[src/rtl/i281_pkg.sv]
// ---------------------------------------------------------------------------
// i281_pkg
// Shared constants for the i281 front end and control FSM:
//   - opcode nibble values (IR[15:12])
//   - one-hot bit indices of the 23 decoded instructions (the FSM's numbering)
//   - sub-code values (IR[9:8]) for the INPUT, shift and branch families
// ---------------------------------------------------------------------------
package i281_pkg;

    localparam int OPC_W    = 27;   // {RX, RY, onehot}
    localparam int ONEHOT_W = 23;

    // Opcode nibbles
    localparam logic [3:0] OP_NOOP   = 4'h0;
    localparam logic [3:0] OP_INPUT  = 4'h1;
    localparam logic [3:0] OP_MOVE   = 4'h2;
    localparam logic [3:0] OP_LOADI  = 4'h3;
    localparam logic [3:0] OP_ADD    = 4'h4;
    localparam logic [3:0] OP_ADDI   = 4'h5;
    localparam logic [3:0] OP_SUB    = 4'h6;
    localparam logic [3:0] OP_SUBI   = 4'h7;
    localparam logic [3:0] OP_LOAD   = 4'h8;
    localparam logic [3:0] OP_LOADF  = 4'h9;
    localparam logic [3:0] OP_STORE  = 4'hA;
    localparam logic [3:0] OP_STOREF = 4'hB;
    localparam logic [3:0] OP_SHIFT  = 4'hC;
    localparam logic [3:0] OP_CMP    = 4'hD;
    localparam logic [3:0] OP_JUMP   = 4'hE;
    localparam logic [3:0] OP_BRANCH = 4'hF;

    // One-hot bit indices
    localparam int OH_NOOP    = 0;
    localparam int OH_INPUTC  = 1;
    localparam int OH_INPUTCF = 2;
    localparam int OH_INPUTD  = 3;
    localparam int OH_INPUTDF = 4;
    localparam int OH_MOVE    = 5;
    localparam int OH_LOADI   = 6;
    localparam int OH_ADD     = 7;
    localparam int OH_ADDI    = 8;
    localparam int OH_SUB     = 9;
    localparam int OH_SUBI    = 10;
    localparam int OH_LOAD    = 11;
    localparam int OH_LOADF   = 12;
    localparam int OH_STORE   = 13;
    localparam int OH_STOREF  = 14;
    localparam int OH_SHIFTL  = 15;
    localparam int OH_SHIFTR  = 16;
    localparam int OH_CMP     = 17;
    localparam int OH_JUMP    = 18;
    localparam int OH_BRE     = 19;
    localparam int OH_BRNE    = 20;
    localparam int OH_BRG     = 21;
    localparam int OH_BRGE    = 22;

    // Family sub-codes (IR[9:8])
    localparam logic [1:0] SUB_INPUTC  = 2'b00;
    localparam logic [1:0] SUB_INPUTCF = 2'b01;
    localparam logic [1:0] SUB_INPUTD  = 2'b10;
    localparam logic [1:0] SUB_INPUTDF = 2'b11;
    localparam logic [1:0] SUB_SHIFTL  = 2'b00;
    localparam logic [1:0] SUB_SHIFTR  = 2'b01;
    localparam logic [1:0] SUB_BRE     = 2'b00;
    localparam logic [1:0] SUB_BRNE    = 2'b01;
    localparam logic [1:0] SUB_BRG     = 2'b10;
    localparam logic [1:0] SUB_BRGE    = 2'b11;

    // Single-bit one-hot vector for a bit index
    function automatic logic [ONEHOT_W-1:0] onehot_bit(input int idx);
        logic [ONEHOT_W-1:0] v;
        v      = '0;
        v[idx] = 1'b1;
        return v;
    endfunction

endpackage

[src/rtl/i281_opcode_decoder.sv]
// ---------------------------------------------------------------------------
// i281_opcode_decoder
// Purely combinational decode of IR[15:8] into the control FSM's opcode word.
// Ports:
//   ir_hi_i    in  8   IR[15:8] = {opcode, RX, RY}
//   opcode_o   out 27  {RX, RY, onehot[22:0]}
//   illegal_o  out 1   IR holds an undefined sub-code (shift family, RY=1x)
// ---------------------------------------------------------------------------
module i281_opcode_decoder
    import i281_pkg::*;
(
    input  logic [7:0]       ir_hi_i,
    output logic [OPC_W-1:0] opcode_o,
    output logic             illegal_o
);

    logic [3:0]          op;
    logic [1:0]          ry;
    logic [ONEHOT_W-1:0] onehot;

    assign op = ir_hi_i[7:4];
    assign ry = ir_hi_i[1:0];

    always_comb begin
        onehot    = onehot_bit(OH_NOOP);
        illegal_o = 1'b0;
        unique case (op)
            OP_NOOP:   onehot = onehot_bit(OH_NOOP);
            OP_INPUT: begin
                unique case (ry)
                    SUB_INPUTC:  onehot = onehot_bit(OH_INPUTC);
                    SUB_INPUTCF: onehot = onehot_bit(OH_INPUTCF);
                    SUB_INPUTD:  onehot = onehot_bit(OH_INPUTD);
                    SUB_INPUTDF: onehot = onehot_bit(OH_INPUTDF);
                endcase
            end
            OP_MOVE:   onehot = onehot_bit(OH_MOVE);
            OP_LOADI:  onehot = onehot_bit(OH_LOADI);
            OP_ADD:    onehot = onehot_bit(OH_ADD);
            OP_ADDI:   onehot = onehot_bit(OH_ADDI);
            OP_SUB:    onehot = onehot_bit(OH_SUB);
            OP_SUBI:   onehot = onehot_bit(OH_SUBI);
            OP_LOAD:   onehot = onehot_bit(OH_LOAD);
            OP_LOADF:  onehot = onehot_bit(OH_LOADF);
            OP_STORE:  onehot = onehot_bit(OH_STORE);
            OP_STOREF: onehot = onehot_bit(OH_STOREF);
            OP_SHIFT: begin
                if (ry == SUB_SHIFTL)      onehot = onehot_bit(OH_SHIFTL);
                else if (ry == SUB_SHIFTR) onehot = onehot_bit(OH_SHIFTR);
                else begin
                    // Undefined shift: execute as NOOP so the FSM still sees one hot bit
                    onehot    = onehot_bit(OH_NOOP);
                    illegal_o = 1'b1;
                end
            end
            OP_CMP:    onehot = onehot_bit(OH_CMP);
            OP_JUMP:   onehot = onehot_bit(OH_JUMP);
            OP_BRANCH: begin
                unique case (ry)
                    SUB_BRE:  onehot = onehot_bit(OH_BRE);
                    SUB_BRNE: onehot = onehot_bit(OH_BRNE);
                    SUB_BRG:  onehot = onehot_bit(OH_BRG);
                    SUB_BRGE: onehot = onehot_bit(OH_BRGE);
                endcase
            end
        endcase
    end

    // RX/RY pass through untouched, even for the sub-coded families
    assign opcode_o = {ir_hi_i[3:0], onehot};

endmodule

[src/rtl/instr_fetch_decode.sv]
// ---------------------------------------------------------------------------
// instr_fetch_decode
// i281 fetch/decode front end: PC, IR, combinational decode, branch target,
// sticky illegal flag and saturating retired-instruction counter.
// Ports:
//   clock, reset_n   clock (rising) / async active-low reset
//   imem_addr        out PC_W  instruction address (= pc)
//   imem_rdata       in  16    combinational instruction read data
//   ir_load          in  1     IR <= imem_rdata
//   pc_inc           in  1     PC <= PC + 1
//   pc_branch        in  1     PC <= PC + sext(imm)  (wins over pc_inc)
//   pc, ir           out       current PC / instruction register
//   opcode_out       out 27    {RX, RY, onehot[22:0]} for the control FSM
//   imm              out 8     IR[7:0]
//   illegal          out 1     sticky undefined-sub-code flag
//   retired          out CNT_W saturating count of ir_load events
// ---------------------------------------------------------------------------
module instr_fetch_decode
    import i281_pkg::*;
#(
    parameter int PC_W  = 6,
    parameter int CNT_W = 16
) (
    input  logic             clock,
    input  logic             reset_n,
    output logic [PC_W-1:0]  imem_addr,
    input  logic [15:0]      imem_rdata,
    input  logic             ir_load,
    input  logic             pc_inc,
    input  logic             pc_branch,
    output logic [PC_W-1:0]  pc,
    output logic [15:0]      ir,
    output logic [OPC_W-1:0] opcode_out,
    output logic [7:0]       imm,
    output logic             illegal,
    output logic [CNT_W-1:0] retired
);

    logic [PC_W-1:0]  pc_q, pc_d;
    logic [15:0]      ir_q, ir_d;
    logic             illegal_q, illegal_d;
    logic [CNT_W-1:0] retired_q, retired_d;
    logic             dec_illegal;
    logic [31:0]      br_off32;
    logic [PC_W-1:0]  br_off;

    i281_opcode_decoder u_dec (
        .ir_hi_i   (ir_q[15:8]),
        .opcode_o  (opcode_out),
        .illegal_o (dec_illegal)
    );

    // Sign-extend the 8-bit offset, then keep PC_W bits: arithmetic wraps mod 2^PC_W
    assign br_off32 = 32'($signed(ir_q[7:0]));
    assign br_off   = br_off32[PC_W-1:0];

    always_comb begin
        pc_d      = pc_q;
        ir_d      = ir_q;
        illegal_d = illegal_q | dec_illegal;
        retired_d = retired_q;
        if (pc_branch)   pc_d = pc_q + br_off;
        else if (pc_inc) pc_d = pc_q + 1'b1;
        if (ir_load) begin
            ir_d = imem_rdata;
            if (retired_q != '1) retired_d = retired_q + 1'b1;
        end
    end

    always_ff @(posedge clock or negedge reset_n) begin
        if (!reset_n) begin
            pc_q      <= '0;
            ir_q      <= '0;
            illegal_q <= 1'b0;
            retired_q <= '0;
        end else begin
            pc_q      <= pc_d;
            ir_q      <= ir_d;
            illegal_q <= illegal_d;
            retired_q <= retired_d;
        end
    end

    assign imem_addr = pc_q;
    assign pc        = pc_q;
    assign ir        = ir_q;
    assign imm       = ir_q[7:0];
    assign illegal   = illegal_q;
    assign retired   = retired_q;

endmodule

[config.mk]
export PLATFORM = sky130hd
export DESIGN_NAME = instr_fetch_decode
export DESIGN_NICKNAME = d
export VERILOG_FILES = /design/src/rtl/i281_pkg.sv /design/src/rtl/i281_opcode_decoder.sv /design/src/rtl/instr_fetch_decode.sv
export SDC_FILE = /design/constraint.sdc
export NUM_CORES = 1
export LEC_CHECK = 0
export CAP_MARGIN = 30
export CORE_MARGIN = 2
export CORE_UTILIZATION = 46
export CTS_BUF_LIST = sky130_fd_sc_hd__clkbuf_8
export CTS_CLUSTER_DIAMETER = 40
export CTS_CLUSTER_SIZE = 30
export DETAILED_ROUTE_END_ITERATION = 16
export PLACE_DENSITY = 0.88
export SYNTH_ARGS = -nofsm -noshare
export SYNTH_HDL_FRONTEND = slang
export SYNTH_SLANG_ARGS = --single-unit
[constraint.sdc]
create_clock -name clock -period 4.3 [get_ports clock]
set_input_delay 0.86 -clock clock [delete_from_list [all_inputs] [get_ports clock]]
set_output_delay 0.86 -clock clock [all_outputs]
set_load 0.02 [all_outputs]
==> flow_metrics.py <==
metrics = {
    "clocking": {
        "clk_path_buf_depth": 2,
        "cts_hold_buf": 0,
        "cts_buffers": 5,
        "cts_tree": "yes",
        "clock-sinks": 39,
        "cts.clk_slew.worst_paths_ns": 0.07,
        "clock_latency_ns": 0.28,
        "htreeDepth": 2,
        "cts_root_buffer": "clkbuf_8",
        "cts_resized": 0,
        "postCtsSetupBuffers": 0,
    },
    "worst_setup_path": {
        "startpoint_type": "flop",
        "rr_worst_depth": 7,
        "worstSetupPathType": "reg -> out",
        "cp_slowest_cell": "clkdlybuf4s50_1",
        "arrival_ns": 2.16,
        "cp_max_fo": 10,
        "max_stage_delay_ns": 0.63,
        "critPathRequiredTime_ns": 3.44,
        "end_kind": "primary output",
        "crit_path_cell_trace": "nand2b_1 -> or3_1 -> nor3_1 -> clkdlybuf4s50_1",
    },
    "global_routing": {
        "gr-usage-all-layers_pct": 18.69,
        "grt_max_degree": 40,
        "grt_pass1_wl_um": 7921,
        "antenna_found_initial": 0,
        "grt_pass1_vias": 1716,
        "gr-total-overflow": 0,
    },
    "detailed_routing": {
        "drtPass1Iterations": 4,
        "vias_per_cell": 5.269,
        "routed_wl_um": 4926,
        "avgRoutedWirePerCell_um": 13.95,
        "drt_iter0_drc": 57,
        "drc_errors": 0,
        "ant_nets": 0,
        "via_count": 1860,
    },
    "die": {
        "dieArea_sq_mm": 0.005314,
        "start_util_pct": 46.85,
        "fp.dieH_um": 72.90,
        "ios": 101,
        "rows": 25,
        "die_x_um": 72.90,
        "coreArea_sq_mm": 0.004661,
    },
    "power": {
        "sw_frac_of_total_pct": 38.71,
        "p_sw_uw": 568.6,
        "intPower_uw": 900.1,
        "power_density_mw_per_mm2": 463.4,
        "clkPwrFrac_pct": 15.6,
        "p_comb_share_pct": 46.8,
        "p_seq_share_pct": 37.6,
        "p_leak_uw": 0.001326,
        "vdd_drop_max_mv": 0.3494,
    },
    "sta": {
        "rsz0062_at_grt": "no",
        "maxSlewViolCount": 0,
        "worstMarginPinSlew_ns": 0.8542,
        "period_minus_slack_ns": 3.023,
        "skew_ns": 0.006729,
        "timing.fmax_mhz": 330.8,
        "setup_viol": 0,
        "finalHoldViolations": 0,
        "relSlewSlack_pct": 43.05,
        "min_period_over_period_pct": 70.30,
        "tns_ns": 0,
    },
    "layout": {
        "antenna_cells": 0,
        "multiInputGateArea_sq_mm": 0.001018,
        "layout-drive-gt1-share_pct": 9.699,
        "n_fill_cell": 371,
        "area_growth_pct": 45.16,
        "finalInstanceArea_sq_mm": 0.003169,
        "register_area_sq_um": 975.9,
        "final_nets": 326,
    },
    "synthesis": {
        "syn_nets": 244,
        "postSynthAreaPerCell_sq_um": 10.11,
        "yosysUniqueCellTypes": 40,
        "synth-edff-count": 0,
        "synth_cells": 216,
        "ys.flop_type": "dfrtp_1",
        "ys_ff_latch": 39,
        "ys.warnings.count": 0,
        "synthArstFlopShare_pct": 100.0,
        "ys_seq_area_share_pct": 44.70,
        "netlist_area_sq_mm": 0.002183,
    },
    "place": {
        "io_buffers": 100,
        "hpwlAfterDp_um": 3707,
        "place_area_sq_mm": 0.003088,
        "gp_congestion": 0.7919,
    },
    "run_status": {
        "outcome": "finished clean",
    },
    "worst_hold_path": {
        "hold_depth": 1,
        "hold_path_class": "reg -> reg",
    },
    "run": {
        "maxCapViolCount": 0,
    },
}
## layout by cell type (no fill, tap or decap), drive strengths merged, types with 2 or more instances in the layout
cell / instances
nand3: 8
and2: 5
xnor2: 8
nand2: 16
a21o: 2
ha: 6
and4: 3
buf: 2
or4: 2
mux2: 18
xor2: 7
dfrtp: 39
inv: 8
clkbuf: 5
a21oi: 5
nand4: 6
a211oi: 2
clkdlybuf4s50: 99
nor3: 11
or3: 2
nand2b: 6
o21ai: 5
nor2: 22
a31oi: 2
## cell usage after synthesis (2+ instances only)
master	instances	area share (%)
and2_1	5	1.4
nand4_1	5	1.4
inv_1	6	1.0
mux2_2	16	8.3
clkbuf_1	6	1.0
nor3_1	10	2.3
nor2_1	22	3.8
nand2b_1	6	1.7
a21oi_1	5	1.1
buf_4	18	6.2
a211oi_1	2	0.69
mux2_1	2	1.0
xor2_1	7	2.8
a31oi_1	2	0.57
nand2_1	16	2.8
nand3_1	8	1.8
ha_1	6	3.4
a21o_1	2	0.69
and4_1	2	0.80
xnor2_1	7	2.8
o21ai_0	5	1.1
or3_1	2	0.57
dfrtp_1	39	45
## logic make-up (layout without fill, tap and decap cells)
kind of cell,count (synthesis),count (layout),synth area share (%)
mux,18,18,9.283
xor+xnor,15,15,6.361
flops,39,39,44.70
fa+ha+maj,7,7,4.355
buf+inv,32,115,8.653
compound gates,23,23,6.934
simple gates,82,82,19.71
## worst max-delay path: cells and delay by family, from the launching register on
kind / cells / cell delay [ns]
buffers and inverters: 1 / 0.63
flip-flops: 1 / 0.48
AND/OR/NAND/NOR: 3 / 0.78
## registers in the layout (all words and copies together) (netlist names)
register   flops
illegal        1
imem_addr      6
ir            16
retired       16
## through the flow
stage | util (%) | cells | total power, uW | hold slack (ns) | setup WS (ns)
after floorplan | - | 216 | 967.8 | 0.5644 | 1.778
after global placement | 66.26 | 345 | 1224 | 0.4712 | 1.431
after detailed placement | 66.26 | 345 | 1248 | 0.4659 | 1.391
after CTS | 68.00 | 353 | 1484 | 0.4858 | 1.259
after global routing | 68.00 | 353 | 1564 | 0.5334 | 1.119
final | 68.00 | 353 | 1469 | 0.4841 | 1.277
## power by group through the flow
stage               clock [uW]  combinational, uW  sequential [uW]
finish                     230                687              552
global route               256                741              567
CTS                        239                693              552
detailed placement           0                691              558
global placement             0                670              554
floorplan                    0                340              628
## layout make-up
cell class                      instances  area share [%]
Inverter                                6          0.7106
Clock inverter                          3          0.3948
Tap cell                               54           2.132
Multi-Input combinational cell        145           32.14
Sequential cell                        39           30.79
Timing Repair Buffer                  101           31.66
Clock buffer                            5           2.171
## worst paths after layout
| kind | startpoint | end | slack, ns |
|---|---|---|---|
| worst max-delay path | ir[13]$_DFFE_PN0P_ | opcode_out[1] | 1.28 |
| worst max register to register | ir[1]$_DFFE_PN0P_ | imem_addr[5]$_DFFE_PN0P_ | 2.46 |
| worst min register to register | illegal$_DFF_PN0_ | illegal$_DFF_PN0_ | 0.48 |
| min in group asynchronous | reset_n | retired[13]$_DFFE_PN0P_ | 0.69 |
| max in group asynchronous | reset_n | ir[15]$_DFFE_PN0P_ | 3.07 |
| worst min-delay path | illegal$_DFF_PN0_ | illegal$_DFF_PN0_ | 0.48 |
## metal layers
layer	part of all wire, %	GRT usage [%]	vias up	routed length (um)
li1	-	-	897	-
met1	43	23.21	889	2104
met2	52	32.83	67	2555
met3	4.7	4.006	7	231
met4	0.69	5.144	0	34
met5	0	0	-	0
No activity file was read; power rests on OpenSTA's default activity.
